### src/rtl/pll_phase_sequencer_if.sv
// Purpose: bundles the command-side request/status and PLL reconfiguration ports of the phase sequencer.
// Latency: none, wires only.
// Backpressure: none; a request is a one-cycle strobe and busy tells the requester the block is working.
interface pll_phase_sequencer_if;
    // Command processor side
    logic       updatepll;
    logic       pll_clk_src;
    logic [7:0] pll_clk_phase;
    logic       busy;
    logic [7:0] current_phase;
    logic       current_src;
    logic       error;
    // PLL reconfiguration side
    logic       activeclock;
    logic       phasedone;
    logic       scanclk;
    logic [2:0] phasecounterselect;
    logic       phaseupdown;
    logic       phasestep;
    logic       clkswitch;

    // Sequencer view
    modport master (
        input  updatepll, pll_clk_src, pll_clk_phase, activeclock, phasedone,
        output busy, current_phase, current_src, error,
               scanclk, phasecounterselect, phaseupdown, phasestep, clkswitch
    );

    // Environment view: command processor plus PLL
    modport slave (
        output updatepll, pll_clk_src, pll_clk_phase, activeclock, phasedone,
        input  busy, current_phase, current_src, error,
               scanclk, phasecounterselect, phaseupdown, phasestep, clkswitch
    );
endinterface

### src/rtl/pll_phase_sequencer.sv
// Purpose: walks the PLL input-clock switch and phase-step handshake until it matches the requested src/phase.
// Latency: busy one cycle after updatepll; each phase step spans 2 scanclk periods plus the phasedone round trip.
// Backpressure: one-deep pending slot; a strobe while busy overwrites it and is served right after IDLE.
module pll_phase_sequencer #(
    parameter int       SCAN_DIV       = 4,      // clk cycles per scanclk half-period, >= 2
    parameter logic [2:0] COUNTER_SEL  = 3'b000,
    parameter int       SWITCH_CYCLES  = 8,
    parameter int       TIMEOUT_CYCLES = 4096
) (
    input  logic                   i_clk,
    input  logic                   i_reset,
    pll_phase_sequencer_if.master  if_seq
);

    typedef enum logic [3:0] {
        S_IDLE,
        S_SRC_CHECK,
        S_SWITCH,
        S_SWITCH_WAIT,
        S_PH_CHECK,
        S_STEP_ARM,
        S_STEP_HOLD,
        S_STEP_DONE,
        S_ABORT
    } state_t;

    localparam int SD_W  = (SCAN_DIV > 1) ? $clog2(SCAN_DIV) : 1;
    localparam int TMR_W = $clog2(TIMEOUT_CYCLES + SWITCH_CYCLES + 4 * SCAN_DIV + 2);

    localparam logic [SD_W-1:0]  SD_LAST  = SD_W'(SCAN_DIV - 1);
    localparam logic [TMR_W-1:0] SW_LAST  = TMR_W'(SWITCH_CYCLES - 1);
    localparam logic [TMR_W-1:0] TMO_LAST = TMR_W'(TIMEOUT_CYCLES - 1);
    // Minimum STEP_ARM dwell so a new phaseupdown settles a full half-period before phasestep rises
    localparam logic [TMR_W-1:0] ARM_MIN  = TMR_W'(SCAN_DIV - 1);

    state_t            r_state;
    state_t            w_next;
    logic [SD_W-1:0]   r_scan_cnt;
    logic              r_scanclk;
    logic              r_pd_meta;
    logic              r_pd_sync;
    logic [TMR_W-1:0]  r_tmr;
    logic [1:0]        r_rise_cnt;
    logic              r_pd_low_seen;
    logic              r_arm_guard;
    logic              r_tgt_src;
    logic [7:0]        r_tgt_phase;
    logic              r_pend_vld;
    logic              r_pend_src;
    logic [7:0]        r_pend_phase;
    logic              r_cur_src;
    logic [7:0]        r_cur_phase;
    logic              r_err;
    logic              r_phaseupdown;
    logic              r_phasestep;
    logic              r_clkswitch;

    logic              w_scan_tick;
    logic              w_scan_rise;
    logic              w_scan_fall;
    logic              w_tmo;
    logic              w_dir;
    logic              w_start;
    logic              w_start_pend;
    logic              w_state_chg;

    assign w_scan_tick = (r_scan_cnt == SD_LAST);
    assign w_scan_rise = w_scan_tick & ~r_scanclk;
    assign w_scan_fall = w_scan_tick &  r_scanclk;
    assign w_tmo       = (r_tmr == TMO_LAST);
    assign w_dir       = (r_tgt_phase > r_cur_phase);
    assign w_state_chg = (w_next != r_state);

    // Free-running scanclk divider; ticks mark the cycle whose edge flips scanclk
    always_ff @(posedge i_clk) begin
        if (i_reset) begin
            r_scan_cnt <= '0;
            r_scanclk  <= 1'b0;
        end else if (w_scan_tick) begin
            r_scan_cnt <= '0;
            r_scanclk  <= ~r_scanclk;
        end else begin
            r_scan_cnt <= r_scan_cnt + 1'b1;
        end
    end

    // Two-flop synchronizer for the asynchronous phasedone; idles high like the PLL
    always_ff @(posedge i_clk) begin
        if (i_reset) begin
            r_pd_meta <= 1'b1;
            r_pd_sync <= 1'b1;
        end else begin
            r_pd_meta <= if_seq.phasedone;
            r_pd_sync <= r_pd_meta;
        end
    end

    // Next-state decode; a waiting pending request takes priority over a fresh strobe in IDLE
    always_comb begin
        w_next       = r_state;
        w_start      = 1'b0;
        w_start_pend = 1'b0;
        case (r_state)
            S_IDLE: begin
                if (r_pend_vld) begin
                    w_next       = S_SRC_CHECK;
                    w_start      = 1'b1;
                    w_start_pend = 1'b1;
                end else if (if_seq.updatepll) begin
                    w_next  = S_SRC_CHECK;
                    w_start = 1'b1;
                end
            end
            S_SRC_CHECK:   w_next = (r_tgt_src != r_cur_src) ? S_SWITCH : S_PH_CHECK;
            S_SWITCH:      if (r_tmr == SW_LAST) w_next = S_SWITCH_WAIT;
            S_SWITCH_WAIT: begin
                if (if_seq.activeclock == r_tgt_src) w_next = S_PH_CHECK;
                else if (w_tmo)                      w_next = S_ABORT;
            end
            S_PH_CHECK:    w_next = (r_tgt_phase == r_cur_phase) ? S_IDLE : S_STEP_ARM;
            S_STEP_ARM: begin
                if (w_scan_fall && (!r_arm_guard || (r_tmr >= ARM_MIN))) w_next = S_STEP_HOLD;
            end
            S_STEP_HOLD: begin
                if (w_scan_fall && (r_rise_cnt == 2'd2)) w_next = S_STEP_DONE;
            end
            S_STEP_DONE: begin
                if (r_pd_low_seen && r_pd_sync) w_next = S_PH_CHECK;
                else if (w_tmo)                 w_next = S_ABORT;
            end
            S_ABORT:       w_next = S_IDLE;
            default:       w_next = S_IDLE;
        endcase
    end

    // State register plus per-state bookkeeping, request capture and registered PLL controls
    always_ff @(posedge i_clk) begin
        if (i_reset) begin
            r_state       <= S_IDLE;
            r_tmr         <= '0;
            r_rise_cnt    <= 2'd0;
            r_pd_low_seen <= 1'b0;
            r_arm_guard   <= 1'b0;
            r_tgt_src     <= 1'b0;
            r_tgt_phase   <= 8'd0;
            r_pend_vld    <= 1'b0;
            r_pend_src    <= 1'b0;
            r_pend_phase  <= 8'd0;
            r_cur_src     <= 1'b0;
            r_cur_phase   <= 8'd0;
            r_err         <= 1'b0;
            r_phaseupdown <= 1'b1;
            r_phasestep   <= 1'b0;
            r_clkswitch   <= 1'b0;
        end else begin
            r_state <= w_next;

            // Timer, rise counter and low-seen flag all restart on every state entry
            r_tmr <= w_state_chg ? '0 : r_tmr + 1'b1;
            if (w_state_chg)
                r_rise_cnt <= 2'd0;
            else if ((r_state == S_STEP_HOLD) && w_scan_rise && (r_rise_cnt != 2'd2))
                r_rise_cnt <= r_rise_cnt + 2'd1;
            if (w_state_chg)
                r_pd_low_seen <= 1'b0;
            else if ((r_state == S_STEP_DONE) && !r_pd_sync)
                r_pd_low_seen <= 1'b1;

            // Starting a sequence latches the target and clears the sticky error
            if (w_start) begin
                r_err <= 1'b0;
                if (w_start_pend) begin
                    r_tgt_src   <= r_pend_src;
                    r_tgt_phase <= r_pend_phase;
                end else begin
                    r_tgt_src   <= if_seq.pll_clk_src;
                    r_tgt_phase <= if_seq.pll_clk_phase;
                end
            end

            // A strobe that cannot start directly lands in the pending slot, newest wins
            if (if_seq.updatepll && ((r_state != S_IDLE) || r_pend_vld)) begin
                r_pend_vld   <= 1'b1;
                r_pend_src   <= if_seq.pll_clk_src;
                r_pend_phase <= if_seq.pll_clk_phase;
            end else if (w_start_pend) begin
                r_pend_vld <= 1'b0;
            end

            r_clkswitch <= (w_next == S_SWITCH);

            case (r_state)
                S_SWITCH_WAIT: if (w_next == S_PH_CHECK) r_cur_src <= r_tgt_src;
                S_PH_CHECK: begin
                    if (w_next == S_STEP_ARM) begin
                        r_phaseupdown <= w_dir;
                        r_arm_guard   <= (w_dir != r_phaseupdown);
                    end
                end
                S_STEP_ARM:  if (w_next == S_STEP_HOLD) r_phasestep <= 1'b1;
                S_STEP_HOLD: if (w_next == S_STEP_DONE) r_phasestep <= 1'b0;
                S_STEP_DONE: begin
                    if (w_next == S_PH_CHECK)
                        r_cur_phase <= r_phaseupdown ? r_cur_phase + 8'd1 : r_cur_phase - 8'd1;
                end
                default: ;
            endcase

            // Aborting leaves the tracked src/phase as they were and drops any request to the PLL
            if (w_next == S_ABORT) begin
                r_err       <= 1'b1;
                r_phasestep <= 1'b0;
            end
        end
    end

    assign if_seq.scanclk            = r_scanclk;
    assign if_seq.phasecounterselect = COUNTER_SEL;
    assign if_seq.phaseupdown        = r_phaseupdown;
    assign if_seq.phasestep          = r_phasestep;
    assign if_seq.clkswitch          = r_clkswitch;
    assign if_seq.busy               = (r_state != S_IDLE);
    assign if_seq.current_phase      = r_cur_phase;
    assign if_seq.current_src        = r_cur_src;
    assign if_seq.error              = r_err;

endmodule

### src/flat_wrapper.sv
// flat-port wrapper written by rule: the top's interface ports become plain ports
module pll_phase_sequencer_flat 
#(
    parameter int       SCAN_DIV       = 4,                                                 
    parameter logic [2:0] COUNTER_SEL  = 3'b000,
    parameter int       SWITCH_CYCLES  = 8,
    parameter int       TIMEOUT_CYCLES = 4096
)
  (i_clk, i_reset, if_seq_updatepll, if_seq_pll_clk_src, if_seq_pll_clk_phase, if_seq_activeclock, if_seq_phasedone, if_seq_busy, if_seq_current_phase, if_seq_current_src, if_seq_error, if_seq_scanclk, if_seq_phasecounterselect, if_seq_phaseupdown, if_seq_phasestep, if_seq_clkswitch);
  pll_phase_sequencer_if if_seq_i ();
  input  logic i_clk;
  input  logic i_reset;
  input wire logic [$bits(if_seq_i.updatepll)-1:0] if_seq_updatepll;
  input wire logic [$bits(if_seq_i.pll_clk_src)-1:0] if_seq_pll_clk_src;
  input wire logic [$bits(if_seq_i.pll_clk_phase)-1:0] if_seq_pll_clk_phase;
  input wire logic [$bits(if_seq_i.activeclock)-1:0] if_seq_activeclock;
  input wire logic [$bits(if_seq_i.phasedone)-1:0] if_seq_phasedone;
  output wire logic [$bits(if_seq_i.busy)-1:0] if_seq_busy;
  output wire logic [$bits(if_seq_i.current_phase)-1:0] if_seq_current_phase;
  output wire logic [$bits(if_seq_i.current_src)-1:0] if_seq_current_src;
  output wire logic [$bits(if_seq_i.error)-1:0] if_seq_error;
  output wire logic [$bits(if_seq_i.scanclk)-1:0] if_seq_scanclk;
  output wire logic [$bits(if_seq_i.phasecounterselect)-1:0] if_seq_phasecounterselect;
  output wire logic [$bits(if_seq_i.phaseupdown)-1:0] if_seq_phaseupdown;
  output wire logic [$bits(if_seq_i.phasestep)-1:0] if_seq_phasestep;
  output wire logic [$bits(if_seq_i.clkswitch)-1:0] if_seq_clkswitch;
  assign if_seq_i.updatepll = if_seq_updatepll;
  assign if_seq_i.pll_clk_src = if_seq_pll_clk_src;
  assign if_seq_i.pll_clk_phase = if_seq_pll_clk_phase;
  assign if_seq_i.activeclock = if_seq_activeclock;
  assign if_seq_i.phasedone = if_seq_phasedone;
  assign if_seq_busy = if_seq_i.busy;
  assign if_seq_current_phase = if_seq_i.current_phase;
  assign if_seq_current_src = if_seq_i.current_src;
  assign if_seq_error = if_seq_i.error;
  assign if_seq_scanclk = if_seq_i.scanclk;
  assign if_seq_phasecounterselect = if_seq_i.phasecounterselect;
  assign if_seq_phaseupdown = if_seq_i.phaseupdown;
  assign if_seq_phasestep = if_seq_i.phasestep;
  assign if_seq_clkswitch = if_seq_i.clkswitch;
  pll_phase_sequencer #(.SCAN_DIV(SCAN_DIV), .COUNTER_SEL(COUNTER_SEL), .SWITCH_CYCLES(SWITCH_CYCLES), .TIMEOUT_CYCLES(TIMEOUT_CYCLES)) u_core (.i_clk(i_clk), .i_reset(i_reset), .if_seq(if_seq_i));
endmodule
### config.mk
export PLATFORM = sky130hd
export DESIGN_NAME = pll_phase_sequencer_flat
export DESIGN_NICKNAME = d
export VERILOG_FILES = /design/src/rtl/pll_phase_sequencer_if.sv /design/src/rtl/pll_phase_sequencer.sv /design/src/flat_wrapper.sv
export SDC_FILE = /design/constraint.sdc
export NUM_CORES = 1
export LEC_CHECK = 0
export CAP_MARGIN = 20
export CELL_PAD_IN_SITES_DETAIL_PLACEMENT = 0
export CELL_PAD_IN_SITES_GLOBAL_PLACEMENT = 2
export CORE_MARGIN = 5
export CORE_UTILIZATION = 42
export CTS_CLUSTER_SIZE = 12
export DETAILED_ROUTE_END_ITERATION = 8
export DONT_BUFFER_PORTS = 1
export PLACE_DENSITY_LB_ADDON = 0.1
export SLEW_MARGIN = 0
export SYNTH_ARGS = -nofsm -noshare
export SYNTH_HDL_FRONTEND = slang
export SYNTH_SLANG_ARGS = --single-unit
### constraint.sdc
create_clock -name i_clk -period 4.1 [get_ports i_clk]
set_input_delay 0.615 -clock i_clk [delete_from_list [all_inputs] [get_ports i_clk]]
set_output_delay 0.615 -clock i_clk [all_outputs]
set_load 0.005 [all_outputs]
# --- Word-level counts from Yosys, hierarchy flattened ---
# Index checks and enable logic that the tools add are counted.
word_totals:
  reg_bits: 58
  word_cells: 104
  out_inout_bits: 18
  in_bits: 14
op_classes:
  eq_ne: 25
  bitwise_logic: 3
  add_sub_neg: 5
  reduce_logical: 23
  magnitude_cmp: 2
  muxes: 26
ops:
  columns: ["op", "n"]
  rows:
  - ["$eq 4x3->1 const B", 8]
  - ["$mux 4", 8]
  - ["$pmux 4 s8", 1]
  - ["$mux 8", 2]
  - ["$add 13x1->13 const B", 1]
  - ["$eq 13x12->1 const B", 1]
  - ["$eq 13x3->1 const B", 1]
  - ["$ge 13x2->1 const B", 1]
  - ["$eq 4x2->1 const B", 3]
  - ["$mux 1", 12]
  - ["$add 8x1->8 const B", 1]
  - ["$eq 8x8->1", 1]
  - ["$gt 8x8->1", 1]
  - ["$sub 8x1->8 const B", 1]
  - ["$logic_and 1x1->1", 7]
  - ["$mux 3", 2]
  - ["$reduce_and 2->1", 3]
  - ["$reduce_bool 2->1", 3]
  - ["$reduce_or 2->1", 3]
  - ["$add 2x1->2 const B", 2]
  - ["$eq 2x2->1 const B", 2]
  - ["$eq 4x1->1 const B", 1]
  - ["$eq 4x4->1 const B", 1]
  - ["$logic_not 4->1", 1]
  - ["other kinds (12)", 17]

# --- Logic depth before layout (Yosys ltp) ---
# Gate-level depths: netlist of the first run.
depth:
  depth_word: 8
  mapped_depth: 9
  depth_no_buf: 8

# --- Worst setup path before layout of the first run ---
# Ideal clock, no wire load.
synth_timing:
  kind: "reg2reg"
  from: "register u_core.r_cur_phase[5] (netlist: u_core.if_seq.current_phase[5])"
  to: "register u_core.r_pd_low_seen"
  path_stages_with_launch: 10
  path_slack_ps: 1947
  setup_ps: 64
  n_path_buf: 1
  period_less_slack_ps: 2153
  arrival_time_ps: 2089
  required_ps: 4036
  path_cell_list: "dfxtp_1 inv_1 ha_1 nand4_1 o2111ai_1 nand3_1 nor3b_1 o2111ai_2 buf_6 nor2_1"
synth_via:
  elab_chain_len: 5
synth_rtl:
  columns: ["item", "line", "rtl"]
  rows:
  - ["start: declaration", "pll_phase_sequencer.sv:52", "logic [7:0] r_cur_phase;"]
  - ["start signal: assignment", "pll_phase_sequencer.sv:204", "r_cur_phase <= r_phaseupdown ? r_cur_phase + 8'd1 : r_cur_phase - 8'd1;"]
  - ["$eq 8x8->1", "pll_phase_sequencer.sv:120", "S_PH_CHECK: w_next = (r_tgt_phase == r_cur_phase) ? S_IDLE : S_STEP_ARM;"]
  - ["$mux 3", "pll_phase_sequencer.sv:120", null]
  - ["$pmux 4 s8", "pll_phase_sequencer.sv:103", "case (r_state)"]
  - ["$ne 4x4->1", "pll_phase_sequencer.sv:72", "assign w_state_chg = (w_next != r_state);"]
  - ["$reduce_or 2->1 (no source line)", null, null]
  - ["end signal: assignment", "pll_phase_sequencer.sv:142", "r_pd_low_seen <= 1'b0;"]
  - ["end signal: assignment", "pll_phase_sequencer.sv:165", "r_pd_low_seen <= 1'b0;"]
  - ["end signal: assignment", "pll_phase_sequencer.sv:167", "r_pd_low_seen <= 1'b1;"]
  - ["end: declaration", "pll_phase_sequencer.sv:44", "logic r_pd_low_seen;"]
# Every way passes these cells.
# A chain may end at the register's enable or synchronous reset.

# --- Final worst setup path of the first run ---
layout_timing:
  from: "register u_core.r_cur_phase[5] (netlist: u_core.if_seq.current_phase[5])"
  to: "register u_core.r_rise_cnt[1]"
layout_via:
  elab_chain_len: 5
layout_rtl:
  columns: ["item", "line", "rtl"]
  rows:
  - ["$eq 8x8->1", "pll_phase_sequencer.sv:120", null]
  - ["$mux 3", "pll_phase_sequencer.sv:120", null]
  - ["$pmux 4 s8", "pll_phase_sequencer.sv:103", null]
  - ["$ne 4x4->1", "pll_phase_sequencer.sv:72", null]
  - ["$reduce_or 2->1 (no source line)", null, null]
  - ["end signal: assignment", "pll_phase_sequencer.sv:163", "r_rise_cnt <= r_rise_cnt + 2'd1;"]
  - ["end: declaration", "pll_phase_sequencer.sv:43", "logic [1:0] r_rise_cnt;"]
# Every way passes these cells.

==> impl_metrics.env, run 1 <==
export IMPL_outcome="finished clean"
export IMPL_drc=0
export IMPL_synth_area_leaders="dfxtp_1 (37%), nor2_1 (8.6%), ha_1 (6.7%)"
export IMPL_grt_max_degree=42
export IMPL_wl_mm=6.68
export IMPL_ff2ff_path_depth=8
export IMPL_power_frac_comb=0.342
export IMPL_clock_sinks=58
export IMPL_switching_share=0.364
export IMPL_path_max_fanout=16
export IMPL_cts_root_buffer_cell="clkbuf_8"
export IMPL_ys_types=60
export IMPL_p_seq_frac=0.389
export IMPL_start_kind="flip-flop"
export IMPL_drive_gt1_frac=0.0992
export IMPL_synth_top_area_cell="dfxtp_1"
export IMPL_drtIter0Drc=94
export IMPL_netlist_area_sq_um=3170
export IMPL_cts_tree="built"
export IMPL_clkLatencyLatePin_ns=0.34
export IMPL_numCtsBuffers=9
export IMPL_utilization=0.463
export IMPL_synth_seq_cells=58
export IMPL_hold_path_cell_count=1
export IMPL_io_pins=32
export IMPL_p_sw_uw=713
export IMPL_period_share=0.648
export IMPL_ys_seq_area_frac=0.366
export IMPL_antenna_cells=0
export IMPL_ys_flop_type="dfxtp_1"
export IMPL_dp_hpwl_mm=4.73
export IMPL_final_cell_count_no_fill=462
export IMPL_irDropWorstVdd_mv=0.241
export IMPL_rrSetupSlack_ns=1.44
export IMPL_worst_slack_ns=1.44
export IMPL_synth_area_per_cell_sq_um=8.74
export IMPL_hp_class="in2reg"
export IMPL_area_delta_synth_final_pct=6.51
export IMPL_post_cts_resized=0
export IMPL_antenna_found_initial=0
export IMPL_io_buffers=0
export IMPL_critPathArrivalTime_ns=2.91
export IMPL_leakage_uw=0.00138
export IMPL_rsz0062_at_grt="false"
export IMPL_timing_slew_headroom=0.475
export IMPL_postRouteAntennaNets=0
export IMPL_rows=31
export IMPL_clock_fmax_mhz=376
export IMPL_slew_violations=0
export IMPL_cts_buffer_depth=2
export IMPL_end_kind="flip-flop"
export IMPL_die_y_um=96.9
export IMPL_power_frac_clock=0.269
export IMPL_setup_viol=0
export IMPL_post_cts_buffers=0
export IMPL_grt_use_total=0.149
export IMPL_start_util=0.435
export IMPL_yosysWarnings=0
export IMPL_required_ns=4.35
export IMPL_place_inst=446
export IMPL_nets=390
export IMPL_fin_tns_setup_ns=0
export IMPL_gp_congestion=0.804
export IMPL_viasPerCell=5.17
export IMPL_cts_hold_buf=0
export IMPL_synth_edf_count=0
export IMPL_vias=2389
export IMPL_grt_ovfl_total=0
export IMPL_htree_num_levels=3
export IMPL_coreArea_sq_um=7290
export IMPL_synth_top_area_frac=0.366
export IMPL_p_per_area_nw_per_um2=579
export IMPL_wire_per_inst_um=14.5
export IMPL_dieArea_sq_um=9390
export IMPL_tightest_slew_ns=0.776
export IMPL_maxCapViolCount=0
export IMPL_dr_pass1_iters=4
export IMPL_finalCriticalPeriod_ns=2.66
export IMPL_grt_pass1_vias=2365
export IMPL_finClkSkew_ns=0.00572
export IMPL_hold_viol=0
export IMPL_critPathKind="reg2reg"
export IMPL_grt_pass1_wl_mm=11.6
export IMPL_internal_power_uw=1240
export IMPL_clk_pin_slew_ns=0.07
export IMPL_place_ws_ns=1.39
export IMPL_syn_inst=363
export IMPL_die_w_um=96.9
export IMPL_async_reset_ff_frac=0
cell usage after synthesis (all sizes together) (8+ instances only):
library cell and n:
o21ai 8, buf 11, xnor2 13, xor2 10, inv 17, a21oi 23
ha 17, dfxtp 58, mux2i 15, nand3 12, o22ai 10, clkbuf 9
nor2b 12, nand2 15, nor2 73
per-stage QoR:
stage / total power, uW / hold slack (ns) / cell area, sq um
4_1_cts: 1980 / 0.331 / 3380
6_report: 1960 / 0.344 / 3380
5_1_grt: 2120 / 0.314 / 3380
2_1_floorplan: 1330 / 0.389 / 3180
3_3_place_gp: 1440 / 0.392 / 3180
3_5_place_dp: 1440 / 0.395 / 3180
final timing paths:
check                                               from                                 to
max          u_core.if_seq.current_phase[5]$_SDFFE_PP0P_  u_core.r_rise_cnt[1]$_SDFFE_PP0P_
min                                              i_reset     u_core.r_pend_src$_SDFFE_PP0P_
max reg2reg  u_core.if_seq.current_phase[5]$_SDFFE_PP0P_  u_core.r_rise_cnt[1]$_SDFFE_PP0P_
min reg2reg                  u_core.r_pd_meta$_SDFF_PP1_        u_core.r_pd_sync$_SDFF_PP1_
worst max-delay path: stages (launching register included):
cell and delay [ns]:
dfxtp_1 0.41, inv_1 0.07, ha_1 0.31, nand4_1 0.15, nor2_1 0.10, nor4b_1 0.66, o31a_1 0.24, o2111ai_2 0.39
a21oi_1 0.24
power by group through the flow:
| stage | clock network (uW) | logic (uW) | registers [uW] |
|---|---|---|---|
| finish | 527 | 669 | 761 |
| CTS | 541 | 676 | 762 |
| floorplan | 0 | 625 | 708 |
| global route | 577 | 769 | 775 |
| detailed placement | 0 | 670 | 775 |
| global placement | 0 | 661 | 777 |
area by class of cell:
cell class                 count  area [sq um]
fill                         739          3910
multi-input combinational    270          1820
sequential                    58          1160
tap                           99           124
timing repair buffer           2          15.0
clock inverter                 5          53.8
clock buffer                  11           141
inverter                      17          63.8
metal layers:
| metal | vias up | part of all wire | routed length, um | global-route usage |
|---|---|---|---|---|
| li1 | 1244 | - | - | - |
| met1 | 1099 | 0.47 | 3150 | 0.182 |
| met2 | 40 | 0.47 | 3160 | 0.249 |
| met3 | 6 | 0.045 | 300 | 0.0482 |
| met4 | 0 | 0.012 | 78 | 0.0486 |
| met5 | - | 0 | 0 | 0 |
cells by family after synthesis:
logic type      after synthesis  synth area share
compound gates               62             0.141
fa+ha+maj                    18            0.0734
other cells                   1           0.00118
mux                          15            0.0473
buf+inv                      37            0.0627
xor+xnor                     23            0.0635
flops                        58             0.366
simple gates                149             0.245
cells in the final DEF (no fill, tap or decap), types with 3 or more instances in the layout:
cell,count
nor2_1,73
dfxtp_1,58
a21oi_1,21
inv_1,17
ha_1,17
nand2_1,15
mux2i_1,15
xnor2_1,13
nor2b_1,12
nand3_1,11
o22ai_1,10
xor2_1,10
clkbuf_8,10
o21ai_0,6
nand4_1,4
or2_2,4
or4_1,3
o2111ai_1,3
o31a_1,3
nor3_1,3
o21a_1,3
conb_1,3
clkinv_2,3
sequential cells by signal (all words and copies together), names as in the netlist:
name and cells:
u_core.r_state 4, u_core.r_pend_vld 1, u_core.if_seq.current_phase 8, u_core.r_scan_cnt 2, u_core.r_tmr 13, u_core.r_pend_phase 8, u_core.r_tgt_src 1, u_core.if_seq.phaseupdown 1
u_core.r_pd_sync 1, u_core.if_seq.phasestep 1, u_core.r_arm_guard 1, u_core.r_tgt_phase 8, u_core.if_seq.scanclk 1, u_core.r_pd_low_seen 1, u_core.if_seq.clkswitch 1, u_core.r_pd_meta 1
u_core.r_rise_cnt 2, u_core.r_pend_src 1, u_core.if_seq.error 1, u_core.if_seq.current_src 1
(Power assumes the default switching activity.)
==> run 2, diff against run 1 <==
CORE_UTILIZATION = 35   (was 42)
clock period = 2.4 ns   (was 4.1 ns; I/O delays follow)
==> impl_metrics.env, run 2 (synthesis results as in run 1) <==
export IMPL_irDropWorstVdd_mv=0.338
export IMPL_p_per_area_nw_per_um2=996
export IMPL_switching_share=0.346
export IMPL_critPathKind="reg2reg"
export IMPL_start_util=0.362
export IMPL_cts_root_buffer_cell="clkbuf_8"
export IMPL_cts_hold_buf=0
export IMPL_antenna_found_initial=0
export IMPL_slew_violations=0
export IMPL_hold_start="i_reset"
export IMPL_required_ns=2.66
export IMPL_grt_pass1_vias=2521
export IMPL_outcome="finished clean"
export IMPL_internal_power_uw=2380
export IMPL_area_delta_synth_final_pct=15.0
export IMPL_p_sw_uw=1260
export IMPL_coreArea_sq_um=8760
export IMPL_end_kind="flip-flop"
export IMPL_cts_buffer_depth=2
export IMPL_timing_slew_headroom=0.583
export IMPL_largest_register_ffs=13
export IMPL_wl_mm=7.23
export IMPL_grt_max_degree=42
export IMPL_tightest_slew_ns=0.609
export IMPL_vias=2475
export IMPL_drc=0
export IMPL_rsz0062_at_grt="false"
export IMPL_nets=413
export IMPL_finalCriticalPeriod_ns=2.24
export IMPL_die_y_um=105
export IMPL_startpoint="u_core.r_tmr[0]$_SDFF_PP0_"
export IMPL_p_seq_frac=0.345
export IMPL_hp_class="in2reg"
export IMPL_r2r_start="u_core.r_tmr[0]$_SDFF_PP0_"
export IMPL_clock_sinks=58
export IMPL_cts_tree="built"
export IMPL_htree_num_levels=3
export IMPL_grt_use_total=0.139
export IMPL_gp_congestion=0.778
export IMPL_final_cell_mix="nor2_1 (73), dfxtp_1 (56), buf_4 (23)"
export IMPL_start_kind="flip-flop"
export IMPL_io_pins=32
export IMPL_grt_pass1_wl_mm=12.5
export IMPL_utilization=0.416
export IMPL_wire_per_inst_um=14.6
export IMPL_dieArea_sq_um=11100
export IMPL_power_frac_comb=0.369
export IMPL_finClkSkew_ns=0.0122
export IMPL_io_buffers=0
export IMPL_power_frac_clock=0.286
export IMPL_fin_tns_setup_ns=0
export IMPL_clock_fmax_mhz=447
export IMPL_period_share=0.932
export IMPL_dp_hpwl_mm=5.25
export IMPL_path_max_fanout=6
export IMPL_die_w_um=105
export IMPL_numCtsBuffers=9
export IMPL_rrSetupSlack_ns=0.16
export IMPL_hold_viol=0
export IMPL_n_fill_cell=933
export IMPL_clk_pin_slew_ns=0.07
export IMPL_drive_gt1_frac=0.166
export IMPL_antenna_cells=0
export IMPL_leakage_uw=0.00153
export IMPL_largest_register="u_core.r_tmr"
export IMPL_viasPerCell=5.01
export IMPL_clkLatencyLatePin_ns=0.34
export IMPL_critPathArrivalTime_ns=2.50
export IMPL_dr_pass1_iters=4
export IMPL_postRouteAntennaNets=0
export IMPL_rows=34
export IMPL_layout_cells_most_common="nor2_1"
export IMPL_drtIter0Drc=93
export IMPL_grt_ovfl_total=0
export IMPL_setup_viol=0
export IMPL_maxCapViolCount=0
## run 2: cell count changes in the layout (fill, tap and decap cells not counted), moves of 2 or more
cell	previous run	this run
buf_4	2	23
dfxtp_2	0	2
buf_12	0	2
clkinv_2	3	1
dfxtp_1	58	56
## run 2: through the flow
stage / area (sq um) / worst slack, ns / hold WS (ns) / power, uW / instances
detailed placement: 3360 / 0.133 / 0.398 / 2600 / 475
global placement: 3360 / 0.210 / 0.394 / 2590 / 475
finish: 3650 / 0.163 / 0.0817 / 3630 / 494
CTS: 3590 / 0.102 / 0.0606 / 3670 / 491
global route: 3650 / 0.0139 / 0.0499 / 3930 / 494
floorplan: 3180 / 0.247 / 0.389 / 2280 / 365
## run 2: repair_timing
item / in CTS / in global routing
gates resized for setup: 0 / 6
setup buffers: 0 / 3
setup endpoints to repair: 0 / 24
## run 2: path summary, 6_finish.rpt
| kind | end | cells past startpoint |
|---|---|---|
| setup / recovery | u_core.if_seq.current_phase[7]$_SDFFE_PP0P_ | 8 |
| hold / removal | u_core.if_seq.current_phase[3]$_SDFFE_PP0P_ | 1 |
| setup reg to reg | u_core.if_seq.current_phase[7]$_SDFFE_PP0P_ | 8 |
| hold reg to reg | u_core.r_pd_sync$_SDFF_PP1_ | 1 |
## run 2: final cells by class
type | count | area [sq um] | share of cell area
clock buffers | 12 | 155 | 0.0425
multi-input cells | 270 | 1840 | 0.505
well taps | 108 | 135 | 0.0370
repair buffers | 25 | 213 | 0.0583
inverters | 17 | 63.8 | 0.0175
clock inverters | 4 | 73.8 | 0.0202
flip-flops and latches | 58 | 1160 | 0.319
## run 2: critical path, stage by stage (launching register included)
cell and delay, ns:
dfxtp_1 0.42, ha_4 0.22, nand3_4 0.09, or4_4 0.52, a21oi_4 0.17, o21ai_4 0.11
buf_12 0.15, or3_1 0.33, a21oi_1 0.14
## run 2: layer usage
| layer | GRT usage | vias to the layer above | wire length [um] |
|---|---|---|---|
| li1 | - | 1283 | - |
| met1 | 0.172 | 1152 | 3280 |
| met2 | 0.229 | 34 | 3570 |
| met3 | 0.0487 | 6 | 300 |
| met4 | 0.0384 | 0 | 72 |
| met5 | 0 | - | 0 |
## run 2: power groups by stage
stage | registers [uW] | clock network [uW] | logic (uW)
after global routing | 1280 | 1130 | 1520
final | 1250 | 1040 | 1340
after detailed placement | 1270 | 0 | 1320
after global placement | 1270 | 0 | 1320
after CTS | 1250 | 1080 | 1340
after floorplan | 1210 | 0 | 1070
==> run 3, diff against run 2 <==
CAP_MARGIN = 15   (was 20)
==> results of run 3 <==
No change in the layout: final DEF, timing and power equal those of run 2.
